File: src/rtl/mul_seq.sv
// Iterative shift-add unsigned multiplier: N x N -> 2N product using one 2N-bit adder.
// Latency: start accepted at edge E0, done/mul_rd visible N cycles later; one op every N+1 cycles.
// Backpressure: busy=1 while running; start is ignored (not queued) while busy; abort cancels.
//
// Ports:
//   clk, rst      - rising-edge clock, synchronous active-high reset
//   start         - request, sampled only when not busy (IDLE or DONE)
//   abort         - cancel in-flight operation, ignored unless busy
//   rs1, rs2      - multiplicand / multiplier, latched on accepted start
//   busy          - high while the operation is running
//   done          - one-cycle pulse when mul_rd has just been updated
//   mul_rd        - product, held stable between updates
module mul_seq #(
    parameter int N = 16
) (
    input  logic             clk,
    input  logic             rst,
    input  logic             start,
    input  logic             abort,
    input  logic [N-1:0]     rs1,
    input  logic [N-1:0]     rs2,
    output logic             busy,
    output logic             done,
    output logic [2*N-1:0]   mul_rd
);

    localparam int CW = (N > 1) ? $clog2(N) : 1;
    localparam logic [CW-1:0] CNT_LAST = CW'(N - 1);

    typedef enum logic [1:0] {
        S_IDLE = 2'd0,
        S_RUN  = 2'd1,
        S_DONE = 2'd2
    } state_t;

    state_t           state_q, state_d;
    logic [2*N-1:0]   a_q, a_d;
    logic [N-1:0]     b_q, b_d;
    logic [2*N-1:0]   acc_q, acc_d;
    logic [CW-1:0]    cnt_q, cnt_d;
    logic [2*N-1:0]   mul_rd_q, mul_rd_d;

    // Partial sum for this step; on the last step it is the finished product.
    logic [2*N-1:0]   sum;
    assign sum = acc_q + ({(2*N){b_q[0]}} & a_q);

    always_comb begin
        state_d  = state_q;
        a_d      = a_q;
        b_d      = b_q;
        acc_d    = acc_q;
        cnt_d    = cnt_q;
        mul_rd_d = mul_rd_q;

        case (state_q)
            S_IDLE, S_DONE: begin
                if (start) begin
                    a_d     = {{N{1'b0}}, rs1};
                    b_d     = rs2;
                    acc_d   = '0;
                    cnt_d   = '0;
                    state_d = S_RUN;
                end else begin
                    state_d = S_IDLE;
                end
            end
            S_RUN: begin
                // Abort wins over completion, so mul_rd is never touched on an abort.
                if (abort) begin
                    state_d = S_IDLE;
                end else begin
                    acc_d = sum;
                    a_d   = a_q << 1;
                    b_d   = b_q >> 1;
                    cnt_d = cnt_q + CW'(1);
                    if (cnt_q == CNT_LAST) begin
                        mul_rd_d = sum;
                        state_d  = S_DONE;
                    end
                end
            end
            default: begin
                state_d = S_IDLE;
            end
        endcase
    end

    always_ff @(posedge clk) begin
        if (rst) begin
            state_q  <= S_IDLE;
            a_q      <= '0;
            b_q      <= '0;
            acc_q    <= '0;
            cnt_q    <= '0;
            mul_rd_q <= '0;
        end else begin
            state_q  <= state_d;
            a_q      <= a_d;
            b_q      <= b_d;
            acc_q    <= acc_d;
            cnt_q    <= cnt_d;
            mul_rd_q <= mul_rd_d;
        end
    end

    assign busy   = (state_q == S_RUN);
    assign done   = (state_q == S_DONE);
    assign mul_rd = mul_rd_q;

endmodule

File: config.mk
export PLATFORM = sky130hd
export DESIGN_NAME = mul_seq
export DESIGN_NICKNAME = d
export VERILOG_FILES = /design/src/rtl/mul_seq.sv
export SDC_FILE = /design/constraint.sdc
export NUM_CORES = 1
export LEC_CHECK = 0
export BUFFER_PORTS_ARGS = -buffer_cell sky130_fd_sc_hd__buf_2
export CELL_PAD_IN_SITES_DETAIL_PLACEMENT = 0
export CELL_PAD_IN_SITES_GLOBAL_PLACEMENT = 1
export CORE_MARGIN = 1
export CORE_UTILIZATION = 31
export DETAILED_ROUTE_END_ITERATION = 6
export PLACE_DENSITY = 0.61
export SLEW_MARGIN = 10
export SYNTH_ARGS = -nofsm -noshare
export SYNTH_HDL_FRONTEND = slang
export SYNTH_SLANG_ARGS = --single-unit
File: constraint.sdc
create_clock -name clk -period 8 [get_ports clk]
set_input_delay 0.4 -clock clk [delete_from_list [all_inputs] [get_ports clk]]
set_output_delay 0.4 -clock clk [all_outputs]
set_load 0.1 [all_outputs]
# Yosys cells after proc, flatten, opt, wreduce, memory -nomap -nowiden
# Cells that the tools add are included.
# totals
regBits	118
input_bits	36
elab_cells	37
# classes
n_addsub	2
eq_ne	6
mux	16
bitwise_logic	2
n_reduce_logical	5
# ops
cell	n
2-to-1 mux 32 bit	4
one-hot mux 32 bit (2 select lines)	2
adder 32 bit	1
bitwise AND 32 bit	1
2-to-1 mux 16 bit	2
one-hot mux 16 bit (2 select lines)	1
2-to-1 mux 4 bit	2
one-hot mux 4 bit (2 select lines)	1
AND reduction 3 bit	2
adder 4 x 1 -> 4 bit, second input constant	1
== test 4 bit, second input constant	1
2-to-1 mux 2 bit	2
inequality test 2 bit, second input constant	2
one-hot mux 2 bit (2 select lines)	1
inequality test 3 x 2 -> 1 bit, second input constant	1
== test 2 x 1 -> 1 bit, second input constant	1
== test 2 bit, second input constant	1
logical NOT 2 bit	1
nonzero test 2 bit	1
OR reduction 2 bit	1
2-to-1 mux 1 bit	1
inverter 1 bit	1

# Depth between registers and ports, before layout
# logic_depth
ltp_word	4
mapped_depth	13

# Worst setup path before layout
# OpenSTA, ideal clock, no wires.
# synth_timing
path_type	reg2reg
startpoint	register b_q[0]
endpoint	register mul_rd_q[28] (netlist: mul_rd[28])
arrival_time_ns	3.021
path_slack_ns	4.857
path_stages_with_launch	14
path_buffers	1
period_less_slack_ns	3.143
cell_sequence	dfxtp_1 -> clkbuf_1 -> and2_1 -> ha_1 -> fa_1 -> a21o_1 -> a21oi_1 -> o21bai_1 -> a2111oi_4 -> o21bai_4 -> o21ai_2 -> o31ai_2 -> and4_1 -> a311o_1
# synth_between
elab_chain_cells	2
# synth_rtl
element	line	source
start, declared	38	logic [N-1:0] b_q, b_d;
start signal, assigned	92	b_q <= '0;
start signal, assigned	99	b_q <= b_d;
bitwise AND 32 bit	45	assign sum = acc_q + ({(2*N){b_q[0]}} & a_q);
adder 32 bit	45	
end signal, assigned	102	mul_rd_q <= mul_rd_d;
end, declared	41	logic [2*N-1:0] mul_rd_q, mul_rd_d;
# Every way passes these cells.
# A chain may end at the register's enable or synchronous reset.

# Worst setup path in the final report
# Ends and elaborated chain as after synthesis.

==> summary.md <==
| Metric | Value |
|---|---|
| Synth Area in Compound Gates | `0.237` |
| Clk root buf | `clkbuf_16` |
| Grt ovf | `0` |
| Post-DP HPWL | `~12,000 um` |
| Largest net degree at the start of global routing | `61` |
| Netlist Area Pre-Place | `6220 um^2` |
| ANT cells | `0` |
| Setup tns final | `0 ns` |
| Nets | `between 800 and 900` |
| Initial Utilization | `0.317` |
| Syn Area/Cell | `7.92 um^2` |
| DR DRC count | `0` |
| Grt peak-use layer | `met2` |
| Type of the most critical hold path | `input pin to flip-flop` |
| Final hold violation count | `0` |
| Finished Cell Area | `around 7400 um^2` |
| Worst Path Arrival | `4.14 ns` |
| First-pass DRT Iterations | `4` |
| Maximum vdd drop | `0.000150 V` |
| Skew final | `0.00685 ns` |
| DP Cell Count | `about 1,100` |
| Critical path class | `flip-flop to flip-flop` |
| Footprint of the multi-input gates | `3610 um^2` |
| RSZ-0062 raised after global routing | `no` |
| Number of enable flip-flop cells after synthesis | `0` |
| Count of input and output buffers | `69` |
| Post_cts resized | `0` |
| # fillers | `~2,100` |
| Share of cells above drive strength 1 | `0.148` |
| Slew HR | `0.349` |
| Clock sink total | `118` |
| Yosys top cell area share | `0.380` |
| Minimum clock period | `around 3.8 ns` |
| GR Layer Usage met1 | `0.230` |
| Final setup fails | `0` |
| Area growth syn-to-layout | `19.5%` |
| Die Wd | `roughly 140 um` |
| P per Cell Area | `~210 nW/um^2` |
| Vias post-DR | `between 5,000 and 6,000` |
| Max_cap viols | `0` |
| Per-cell routed wire length | `15.4 um` |
| CTS max path bufs | `2` |
| Hold Crit Depth | `3` |
| Crit path max fanout | `33` |
| Setup Buffers After CTS | `0` |
| FP Rows | `a little over 50` |
| H-tree levels | `4` |
| Synth warn | `0` |
| Final wirelength | `about 17,000 um` |
| Starting DRT DRC Count | `between 300 and 400` |
| RR Startpoint | `b_q[0]` |
| Clock Latency Late Sink | `approximately 0.42 ns` |
| Final core occ | `0.379` |
| Post-Synth XOR/XNOR Area | `0.0395` |
| Vias/cell | `5.10` |
| Max-slew violations | `0` |
| Met3 Usage GRT | `0.0340` |
| CTS Buf Count | `17` |
| Die Y | `between 100 and 150 um` |
| Ports | `70` |
| Sequential area share after synthesis | `0.380` |
| Status | `finished, final reports clean` |
| Area leader, netlist | `dfxtp_1` |
| Critical Path Source Type | `flip-flop` |
| Most common cell in the netlist | `nand2_1` |
| Total power | `about 0.0016 W` |
| Register bit total from synthesis | `approximately 120` |
| Distinct cells, synth | `57` |
| Hold EP | `b_q[15]` |
| M2 GR Usage | `0.278` |
| Post-DP Area | `6780 um^2` |
| RR Endpoint | `mul_rd[28]` |
| Hold buffer count at CTS | `0` |
| Path depth of the worst reg2reg path | `12` |
| Mux cell area share after synthesis | `0.00161` |
| R2r setup slk | `roughly 4.2 ns` |
| Synth top area cells | `dfxtp_1, nand2_1, a21oi_1` |
| Syn nets | `approximately 850` |
| Leak | `a little over 3 nW` |
| Commonest cells in the netlist | `nand2_1, dfxtp_1, a21oi_1, clkbuf_1, nor2_1` |
| Final Instance Count excl. Fillers | `between 1,000 and 1,500` |
| Core area | `about 20,000 um^2` |
| Antenna Violating Nets Remaining | `0` |
| Synth Area in Adders | `0.0676` |
| CTS tree | `done` |
| Total Die Area | `20,600 um^2` |
| Initial antenna violation count | `0` |
| Area occupied by registers | `between 2000 and 2500 um^2` |
| Slew @ Worst Pin | `between 0.9 and 1 ns` |
| Synth Instances | `~800` |
| Final Cycle Share | `0.480` |
| Async S/R FF share, synth | `0` |
| First-pass GRT wire length | `around 27,000 um` |
| GPL Wtd Cong | `approximately 0.87` |
| Main combinational cell family by area after synthesis | `compound AO/OA/AOI/OAI gates` |
| Clk pin slew, worst setup/hold paths | `~0.060 ns` |
| Post-synthesis simple-gate area fraction | `0.234` |
| Number of global-route vias before repair | `roughly 5,300` |
| Total track usage | `0.173` |
| Achievable Freq | `about 260 MHz` |
| Top FF cell, synth | `dfxtp_1` |
| CP required | `a little over 8 ns` |
| Critical Path End Type | `flip-flop` |
| Hold wc startpoint | `rs2[15]` |
==> cell families after synthesis <==
logic type / Yosys count
xor+xnor: 28
buf+inv: 67
compound gates: 214
simple gates: 324
fa+ha+maj: 33
flops: 118
mux: 1
==> placed cells by master (no fill, tap or decap), types with 5 or more instances in the layout <==
master	netlist	routed
a21o_1	15	15
a21oi_1	96	96
a22o_1	11	11
a22oi_1	13	13
a311oi_1	20	20
and2_1	36	36
buf_2	0	68
buf_4	0	13
bufinv_16	0	5
clkbuf_16	0	17
dfxtp_1	118	118
ha_1	32	32
inv_1	11	11
nand2_1	155	155
nand3_1	47	47
nand4_1	6	6
nor2_1	52	50
nor3_1	6	6
o211ai_1	7	7
o21ai_0	8	8
o21bai_1	6	6
xnor2_1	17	17
xor2_1	11	11
==> stage by stage <==
stage	setup WS [ns]	hold WS [ns]
after floorplan	4.86	0.426
after global placement	4.23	0.442
after detailed placement	4.17	0.445
after CTS	4.09	0.202
after global routing	3.84	0.229
final	4.16	0.218
==> routing by layer <==
layer | wire, um | part of all wire
met5 | 0 | 0
met4 | 181 | 0.011
met3 | 780 | 0.046
met2 | 7770 | 0.46
met1 | 8340 | 0.49
==> power breakdown <==
part | leakage, nW | internal [W] | switching (W)
registers | 0.957 | 0.000603 | 0.0000118
clock network | 0.305 | 0.000559 | 0.000281
logic | 1.79 | 0.0000301 | 0.0000654
==> worst max path at each step <==
stage	slack [ns]	from	end	cells past startpoint
after CTS	4.09	b_q[0]	mul_rd[28]	12
final	4.16	b_q[0]	mul_rd[28]	12
after detailed placement	4.17	b_q[0]	mul_rd[28]	12
after global routing	3.84	b_q[0]	mul_rd[28]	12
after floorplan	4.86	b_q[0]	mul_rd[28]	13
after global placement	4.23	b_q[0]	mul_rd[28]	12
==> flip-flops by register name (all words and copies together) (netlist names) <==
name,cells
acc_q,32
cnt_q,4
a_q,32
state_q,2
mul_rd,32
b_q,16
==> worst max-delay path, stage by stage, from the launching register on <==
cell and delay, ns:
dfxtp_1 0.58, and2_1 0.31, ha_1 0.20, fa_1 0.40
a21o_1 0.20, a21oi_1 0.22, o21bai_1 0.22, a2111oi_4 0.53
o21bai_4 0.16, o21ai_2 0.25, o31ai_2 0.11, and4_1 0.20
a311o_1 0.31
==> layout make-up <==
cell class / instances / share of cell area
Sequential cell: 118 / 0.318
Clock buffer: 19 / 0.0596
Timing Repair Buffer: 81 / 0.0589
Inverter: 12 / 0.00606
Tap cell: 265 / 0.0446
Multi-Input combinational cell: 600 / 0.485
Clock inverter: 13 / 0.0274
Power figures use the tool's default switching activity.
